**config.mk**
```make
export PLATFORM = sky130hd
export DESIGN_NAME = video_mode_proc
export DESIGN_NICKNAME = d
export VERILOG_FILES = /design/src/rtl/video_pkg.sv /design/src/rtl/video_fmt_meas.sv /design/src/rtl/video_mode_proc.sv
export SDC_FILE = /design/constraint.sdc
export NUM_CORES = 1
export LEC_CHECK = 0
export CAP_MARGIN = 20
export CELL_PAD_IN_SITES_DETAIL_PLACEMENT = 0
export CELL_PAD_IN_SITES_GLOBAL_PLACEMENT = 1
export CORE_MARGIN = 2
export CORE_UTILIZATION = 45
export CTS_CLUSTER_SIZE = 24
export DETAILED_ROUTE_END_ITERATION = 12
export GPL_TIMING_DRIVEN = 0
export PLACE_DENSITY_LB_ADDON = 0.1
export SLEW_MARGIN = 5
export SYNTH_ARGS = -nofsm -noshare
export SYNTH_HDL_FRONTEND = slang
export SYNTH_SLANG_ARGS = --single-unit
```
**constraint.sdc**
```tcl
create_clock -name clk -period 5.4 [get_ports clk]
set_input_delay 1.62 -clock clk [delete_from_list [all_inputs] [get_ports clk]]
set_output_delay 1.62 -clock clk [all_outputs]
set_load 0.01 [all_outputs]
```
**src/rtl/video_pkg.sv**
```systemverilog
// Shared constants for the video colour-mode pipeline: mode encodings,
// BT.601-style luma weights (sum to 256) and the datapath latency.
package video_pkg;

    localparam logic [2:0] MODE_BYPASS = 3'd0;
    localparam logic [2:0] MODE_INVERT = 3'd1;
    localparam logic [2:0] MODE_GRAY   = 3'd2;
    localparam logic [2:0] MODE_THRESH = 3'd3;
    localparam logic [2:0] MODE_SWAP   = 3'd4;

    localparam int Y_CR = 77;
    localparam int Y_CG = 150;
    localparam int Y_CB = 29;

    localparam int PIPE_LAT = 3;

endpackage

```
**src/rtl/video_fmt_meas.sv**
```systemverilog
// Active-format measurement: pixels per line and lines per frame, latched on
// each asserted vs edge, with a lock flag for two identical consecutive frames.
module video_fmt_meas #(
    parameter int HCW      = 12,
    parameter int VCW      = 12,
    parameter bit SYNC_POL = 1'b1
) (
    input  logic           clk,
    input  logic           rst,
    input  logic           dv_i,
    input  logic           vs_i,
    output logic [HCW-1:0] h_active_o,
    output logic [VCW-1:0] v_active_o,
    output logic           locked_o
);

    logic           dv_q, vs_act_q;
    logic           dv_fall, vs_edge, lock_d;
    logic [HCW-1:0] px_cnt_q, px_cnt_d, line_len_q, line_len_d, h_q;
    logic [VCW-1:0] line_cnt_q, line_cnt_d, lines_done, v_q;
    logic           lock_q;

    assign dv_fall = dv_q & ~dv_i;
    assign vs_edge = (vs_i == SYNC_POL) & ~vs_act_q;

    // lines_done already includes a line ending on this very cycle, so a
    // dv fall coinciding with the vs edge is counted into the ending frame.
    always_comb begin
        px_cnt_d = px_cnt_q;
        if (dv_fall)
            px_cnt_d = '0;
        else if (dv_i && (px_cnt_q != '1))
            px_cnt_d = px_cnt_q + HCW'(1);
        line_len_d = dv_fall ? px_cnt_q : line_len_q;
        lines_done = (dv_fall && (line_cnt_q != '1)) ? line_cnt_q + VCW'(1) : line_cnt_q;
        line_cnt_d = vs_edge ? '0 : lines_done;
        lock_d     = (line_len_d == h_q) && (lines_done == v_q) && ((h_q != '0) || (v_q != '0));
    end

    always_ff @(posedge clk) begin
        if (rst) begin
            dv_q       <= 1'b0;
            vs_act_q   <= 1'b0;
            px_cnt_q   <= '0;
            line_len_q <= '0;
            line_cnt_q <= '0;
            h_q        <= '0;
            v_q        <= '0;
            lock_q     <= 1'b0;
        end else begin
            dv_q       <= dv_i;
            vs_act_q   <= (vs_i == SYNC_POL);
            px_cnt_q   <= px_cnt_d;
            line_len_q <= line_len_d;
            line_cnt_q <= line_cnt_d;
            if (vs_edge) begin
                h_q    <= line_len_d;
                v_q    <= lines_done;
                lock_q <= lock_d;
            end
        end
    end

    assign h_active_o = h_q;
    assign v_active_o = v_q;
    assign locked_o   = lock_q;

endmodule

```
**src/rtl/video_mode_proc.sv**
```systemverilog
// Per-frame colour-mode stage: 3-cycle RGB datapath (products, luma, mode mux),
// matching control delay line, frame-synchronous mode latch and format meter.
module video_mode_proc
    import video_pkg::*;
#(
    parameter int DW       = 8,
    parameter int HCW      = 12,
    parameter int VCW      = 12,
    parameter bit SYNC_POL = 1'b1
) (
    input  logic           clk,
    input  logic           rst,
    input  logic [2:0]     mode,
    input  logic [DW-1:0]  thr,
    input  logic [DW-1:0]  rx_red,
    input  logic [DW-1:0]  rx_green,
    input  logic [DW-1:0]  rx_blue,
    input  logic           rx_dv,
    input  logic           rx_hs,
    input  logic           rx_vs,
    output logic [DW-1:0]  tx_red,
    output logic [DW-1:0]  tx_green,
    output logic [DW-1:0]  tx_blue,
    output logic           tx_dv,
    output logic           tx_hs,
    output logic           tx_vs,
    output logic [HCW-1:0] h_active,
    output logic [VCW-1:0] v_active,
    output logic           fmt_locked,
    output logic [2:0]     cur_mode
);

    localparam logic [DW+7:0] KR = (DW+8)'(Y_CR);
    localparam logic [DW+7:0] KG = (DW+8)'(Y_CG);
    localparam logic [DW+7:0] KB = (DW+8)'(Y_CB);

    logic          vs_act_q, vs_edge;
    logic [2:0]    cur_mode_q, mode_d;
    logic [DW-1:0] r1_q, g1_q, b1_q, thr1_q;
    logic [DW+7:0] pr1_q, pg1_q, pb1_q;
    logic [2:0]    mode1_q, ctl1_q;
    logic [DW+9:0] sum_d;
    logic [DW-1:0] r2_q, g2_q, b2_q, y2_q;
    logic          ge2_q;
    logic [2:0]    mode2_q, ctl2_q;
    logic [DW-1:0] r3_d, g3_d, b3_d, r3_q, g3_q, b3_q;
    logic [2:0]    ctl3_q;

    assign vs_edge = (rx_vs == SYNC_POL) & ~vs_act_q;
    // A pixel arriving on the vs edge already uses the newly sampled mode.
    assign mode_d  = vs_edge ? mode : cur_mode_q;
    assign sum_d   = {2'b00, pr1_q} + {2'b00, pg1_q} + {2'b00, pb1_q};

    always_comb begin
        r3_d = r2_q;
        g3_d = g2_q;
        b3_d = b2_q;
        case (mode2_q)
            MODE_INVERT: begin r3_d = ~r2_q; g3_d = ~g2_q; b3_d = ~b2_q; end
            MODE_GRAY:   begin r3_d = y2_q;  g3_d = y2_q;  b3_d = y2_q;  end
            MODE_THRESH: begin
                r3_d = ge2_q ? '1 : '0;
                g3_d = r3_d;
                b3_d = r3_d;
            end
            MODE_SWAP:   begin r3_d = b2_q;  b3_d = r2_q;  end
            default: ;
        endcase
        if (!ctl2_q[2]) begin
            r3_d = '0;
            g3_d = '0;
            b3_d = '0;
        end
    end

    always_ff @(posedge clk) begin
        if (rst) begin
            vs_act_q   <= 1'b0;
            cur_mode_q <= '0;
            {r1_q, g1_q, b1_q, thr1_q}  <= '0;
            {pr1_q, pg1_q, pb1_q}       <= '0;
            {mode1_q, ctl1_q}           <= '0;
            {r2_q, g2_q, b2_q, y2_q}    <= '0;
            {ge2_q, mode2_q, ctl2_q}    <= '0;
            {r3_q, g3_q, b3_q, ctl3_q}  <= '0;
        end else begin
            vs_act_q   <= (rx_vs == SYNC_POL);
            cur_mode_q <= mode_d;
            r1_q    <= rx_red;
            g1_q    <= rx_green;
            b1_q    <= rx_blue;
            thr1_q  <= thr;
            pr1_q   <= (DW+8)'(rx_red) * KR;
            pg1_q   <= (DW+8)'(rx_green) * KG;
            pb1_q   <= (DW+8)'(rx_blue) * KB;
            mode1_q <= mode_d;
            ctl1_q  <= {rx_dv, rx_hs, rx_vs};
            r2_q    <= r1_q;
            g2_q    <= g1_q;
            b2_q    <= b1_q;
            y2_q    <= sum_d[DW+7:8];
            ge2_q   <= (sum_d[DW+7:8] >= thr1_q);
            mode2_q <= mode1_q;
            ctl2_q  <= ctl1_q;
            r3_q    <= r3_d;
            g3_q    <= g3_d;
            b3_q    <= b3_d;
            ctl3_q  <= ctl2_q;
        end
    end

    assign tx_red   = r3_q;
    assign tx_green = g3_q;
    assign tx_blue  = b3_q;
    assign {tx_dv, tx_hs, tx_vs} = ctl3_q;
    assign cur_mode = cur_mode_q;

    video_fmt_meas #(
        .HCW      (HCW),
        .VCW      (VCW),
        .SYNC_POL (SYNC_POL)
    ) u_fmt (
        .clk        (clk),
        .rst        (rst),
        .dv_i       (rx_dv),
        .vs_i       (rx_vs),
        .h_active_o (h_active),
        .v_active_o (v_active),
        .locked_o   (fmt_locked)
    );

endmodule

```
After elaboration in Yosys (flattened, before gate mapping):

Index checks and enable logic that the tools add are counted.

* multiplexer cells: 6
* reductions and logical operators: 10
* eq/ne operators: 8
* multipliers: 3
* add/subtract/negate cells: 4
* magnitude comparators: 1
* bitwise operators: 8
* divide/modulo/power cells: 0
* shift-type cells: 0

Operator list (number)
* $pmux 8 s4: 2
* $add 16x16->16: 2
* $mul 8x7->15 const B: 2
* $add 12x1->12 const B: 2
* $eq 12x12->1: 2
* $mux 12: 2
* $ne 12x12->1 const B: 2
* $not 8->8: 3
* $pmux 8 s3: 1
* $reduce_bool 12->1: 2
* $mul 8x5->13 const B: 1
* $ge 8x8->1: 1
* $mux 8: 1
* $eq 3x2->1 const B: 2
* $reduce_or 2->1: 3
* $logic_and 1x1->1: 4
* $eq 3x1->1 const B: 1
* $eq 3x3->1 const B: 1
* $not 1->1: 3
* $and 1x1->1: 2
* $logic_or 1x1->1: 1

* bits in read-only memories: 0
* output and inout port bits: 55
* input port bits: 40
* word-level logic and storage cells: 71
* bits in writable memories: 0
* flip-flop bits (word level): 215
* latch bits: 0
* memories: 0

Logic depth before layout (Yosys ltp):

* depth in word-level cells: 7
* gate-level depth with buffers: 17
* mapped depth without buffers: 17

By module:

Synthesis repeated with hierarchy kept, for this count alone.

* cell total of the unflattened synthesis: 1299
* area, all modules: 11767.5 um^2

Modules (own cells, without submodules)
* video_mode_proc: cells each 944, times used 1, area an instance 8658.3 um^2, sequential area each 2842.7 um^2
* video_fmt_meas: cells each 355, times used 1, area an instance 3109.2 um^2, sequential area each 1261.2 um^2

Worst setup path after synthesis:

No wires, ideal clock.

* path kind: input to register
* start point: input port rx_red[4]
* end point: register pr1_q[13]
* stages: 12
* required time: 5277 ps
* arrival: 4469 ps
* slack: 807 ps
* cells stage by stage: ha_1 ha_1 inv_1 fa_1 fa_1 inv_1 ha_1 nor2b_1 o21ai_0 a21oi_1 a31oi_1 mux2_1

* longest elaborated chain between the ends: 1

Ends and longest elaborated chain
* start: declaration: RTL line video_mode_proc.sv:15 `input logic [DW-1:0] rx_red,`
* $mul 8x7->15: RTL line video_mode_proc.sv:93 `pr1_q <= (DW+8)'(rx_red) * KR;`
* end signal: assignment: RTL line video_mode_proc.sv:93
* end: declaration: RTL line video_mode_proc.sv:40 `logic [DW+7:0] pr1_q, pg1_q, pb1_q;`

No other way between the ends.
A chain may end at the register's enable or synchronous reset.

Worst setup path in the final report:

Same ends and word-level chain as after synthesis.

==> flow_metrics.tcl <==
set metrics [dict create \
    tightest_slew_ps 918 \
    numCtsBuffers 23 \
    grt_max_degree 15 \
    swShare_pct 32.6 \
    slew_headroom_pct 38.8 \
    criticalPathCategory "in2reg" \
    clock-root-buffer "clkbuf_16" \
    die_area_mm2 0.0262 \
    met3_usage_pct 2.73 \
    max-clock-path-buffers 3 \
    drc_errors 0 \
    clk_latency_ps 510 \
    hold_path.startpoint "b1_q[7]$_SDFF_PP0_" \
    initial_utilization_pct 45.9 \
    numClockSinks 203 \
    postCtsHoldBufs 0 \
    antenna_found_initial 0 \
    required_ps 5790 \
    min_period_over_period_pct 94.0 \
    hold-path-cell-count 1 \
    fp.coreArea_mm2 0.0244 \
    ys_seq_elements 203 \
    start_kind "primary input" \
    grt_pass1_vias 8196 \
    async_flop_share_pct 0 \
    grt_usage_pct 20.6 \
    rsz0062_at_grt "false" \
    drt.antenna.violating_nets 0 \
    min_to "b2_q[7]$_SDFF_PP0_" \
    p_leak_uw 0.00573 \
    fillers 2299 \
    placed_cells 1635 \
    place_congestion 0.906 \
    fin_cells 1677 \
    clk_pin_slew_worst_paths_ps 60 \
    busiest_layer "met2" \
    portBuffers 94 \
    synth.area.top_cells "dfxtp_1, ha_1, fa_1" \
    rr_startpoint "pr1_q[5]$_SDFF_PP0_" \
    h-tree-depth 1 \
    cp_data_arrival_time_ps 5470 \
    post-dp-hpwl_um 21200 \
    hold_viol_final 0 \
    area_delta_synth_final_pct 18.7 \
    max_freq_mhz 197 \
    overflow 0 \
    n_antenna_cell 0 \
    fin_nets 1537 \
    regToRegEndpoint "ge2_q$_SDFF_PP0_" \
    max-vdd-ir-drop_v 0.000208 \
    synth.net_count 1418 \
    p_clk_share_pct 31.2 \
    cts_tree "built" \
    hold_path.class "reg2reg" \
    drt_iter0_drc 384 \
    power.internal_uw 3210 \
    yosysUniqueCellTypes 68 \
    synth_top_cell_area_share_pct 36.3 \
    p_per_area_mw_per_mm2 359 \
    switching_power_uw 1560 \
    status "completed" \
    io_pins 95 \
    synth-main-ff-cell "dfxtp_1" \
    synth_area_leader_cell "dfxtp_1" \
    worstRegToRegCells 17 \
    ys_warn_count 0 \
    firstDrtPassIters 5 \
    grt.met1_usage_pct 30.7 \
    grtUsageMet2_pct 32.1 \
    cts.repair.resized 0 \
    seq_power_share_pct 35.7 \
    place_ws_ps -167 \
    routed_via_density 5.07 \
    row_count 57 \
    num_vias 8506 \
    fin_worst_skew_ps 11.2 \
    grt_pass1_wl_um 43100 \
    setup_violations 0 \
    slew_violations 0 \
    seq_area_frac_synth_pct 36.3 \
    r2r_setup_slack_ps 1920 \
    period_needed_ps 5080 \
    final.hold.worst_slack_ps 433 \
    combPwrFrac_pct 33.0 \
    critPathCaptureType "flop" \
    die_w_um 162 \
    netlist_area_mm2 0.0112 \
    path_max_fanout 5 \
    avgRoutedWirePerCell_um 15.8 \
    synth_edf_count 0 \
    drive_gt1_share_pct 5.17 \
    finalWorstSetupSlack_ps 323 \
    post_cts.repair.setup_buffers 0 \
    syn_avg_cell_area_um2 9.20 \
    die_h_um 162 \
    cap_viol_max_count 0 \
    postSynthCellCount 1217 \
    routed_wl_um 26600 \
]
-- cell usage after synthesis (4+ instances only) --
master	number
o22ai_1	7
a21o_1	18
ha_1	123
nor2_1	107
and2_1	4
nor4_1	11
o21ai_0	73
a31oi_1	17
mux2_2	5
o2111ai_1	4
nand2b_1	7
inv_1	124
nor2b_1	88
nand3_1	11
or3_1	6
nor3_1	11
nand2_1	70
xnor2_1	41
buf_1	5
clkbuf_1	36
nand3b_1	5
a41oi_1	4
a32oi_1	12
nor3b_1	5
o21bai_1	6
a22o_1	5
dfxtp_1	203
nand4_1	9
fa_1	38
a21oi_1	57
buf_6	4
mux2i_1	12
xor2_1	32
-- metal layers --
layer / share of wire, % / wire [um] / up-vias
met2: 42 / 11300 / 177
li1: - / - / 4360
met1: 51 / 13600 / 3937
met3: 4.7 / 1240 / 32
met4: 1.6 / 421 / 0
met5: 0 / 0 / -
-- registers in the layout, indices dropped and copies added (netlist names), 8 cells and up --
register	count
pg1_q	14
pr1_q	13
u_fmt.h_active_o	12
u_fmt.line_cnt_q	12
u_fmt.line_len_q	12
u_fmt.px_cnt_q	12
u_fmt.v_active_o	12
pb1_q	11
b1_q	8
b2_q	8
g1_q	8
g2_q	8
r1_q	8
r2_q	8
thr1_q	8
tx_blue	8
tx_green	8
tx_red	8
y2_q	8
-- stage by stage --
step	setup TNS [ps]	cell area (um2)	power [uW]	utilization, %
3_5_place_dp	-372	12500	3310	51.4
3_3_place_gp	-330	12500	3290	51.4
5_1_grt	0	13300	5140	54.5
2_1_floorplan	0	11200	2910	-
6_report	0	13300	4770	54.5
4_1_cts	0	13300	4810	54.5
-- cells by family (layout without fill, tap and decap cells) --
group,count (synthesis),in the layout,share of synthesized area [%]
fa+ha+maj,161,161,20.5
mux,22,22,2.15
xor+xnor,73,73,5.71
buf+inv,172,308,6.09
compound gates,234,234,13.3
flops,203,203,36.3
simple gates,352,352,16.0
-- worst max-delay path by stage --
stage,from,endpoint,slack (ps),cells past startpoint
2_1_floorplan,rx_red[4],pr1_q[13]$_SDFF_PP0_,810,12
3_3_place_gp,rx_red[4],pr1_q[13]$_SDFF_PP0_,-160,13
3_5_place_dp,rx_red[4],pr1_q[13]$_SDFF_PP0_,-170,13
4_1_cts,rx_red[4],pr1_q[13]$_SDFF_PP0_,350,13
5_1_grt,rx_red[4],pr1_q[13]$_SDFF_PP0_,150,13
6_report,rx_red[4],pr1_q[13]$_SDFF_PP0_,320,13
-- critical path, stage by stage --
cell,delay (ps)
clkdlybuf4s50_1,640
ha_1,290
ha_1,270
inv_1,50
fa_1,490
fa_1,520
inv_1,50
ha_1,330
nor2b_1,150
o21ai_0,210
a21oi_1,140
a31oi_1,340
mux2_1,360
-- layout by cell type (no fill, tap or decap), types with 4 or more instances in the layout --
cell,netlist,layout
nand3_1,11,11
clkdlybuf4s50_1,0,94
clkinv_2,0,6
clkbuf_1,36,37
o22ai_1,7,7
a21oi_1,57,57
ha_1,123,123
a22o_1,5,5
o2111ai_1,4,4
inv_1,124,124
a32oi_1,12,12
nand2_1,70,70
mux2_2,5,5
nor3b_1,5,5
o21ai_0,73,73
nand3b_1,5,5
a31oi_1,17,17
clkbuf_8,0,5
clkbuf_16,0,23
xnor2_1,41,41
a41oi_1,4,4
nand4_1,9,9
mux2i_1,12,12
nor4_1,11,11
nor3_1,11,11
nand2b_1,7,7
dfxtp_1,203,203
nor2b_1,88,88
fa_1,38,38
o21bai_1,6,6
buf_6,4,4
or3_1,6,6
nor2_1,107,107
xor2_1,32,32
buf_1,5,5
a21o_1,18,18
and2_1,4,4
-- final cells by class --
cell class              instances  area (um2)  share of cell area, %
plain buffers                  48         216                   1.63
clock buffers                  29         648                   4.88
clock inverters                13        95.1                  0.716
inverters                     124         465                   3.50
multi-input cells             842        6450                   48.6
flip-flops and latches        203        4060                   30.6
well taps                     324         405                   3.05
repair buffers                 94         941                   7.08
-- power groups by stage --
| stage | combinational (uW) | sequential [uW] | clock (uW) |
|---|---|---|---|
| global placement | 1560 | 1740 | 0 |
| CTS | 1590 | 1700 | 1520 |
| detailed placement | 1570 | 1740 | 0 |
| finish | 1570 | 1700 | 1490 |
| floorplan | 1200 | 1720 | 0 |
| global route | 1830 | 1720 | 1590 |
No activity file was read; power rests on OpenSTA's default activity.
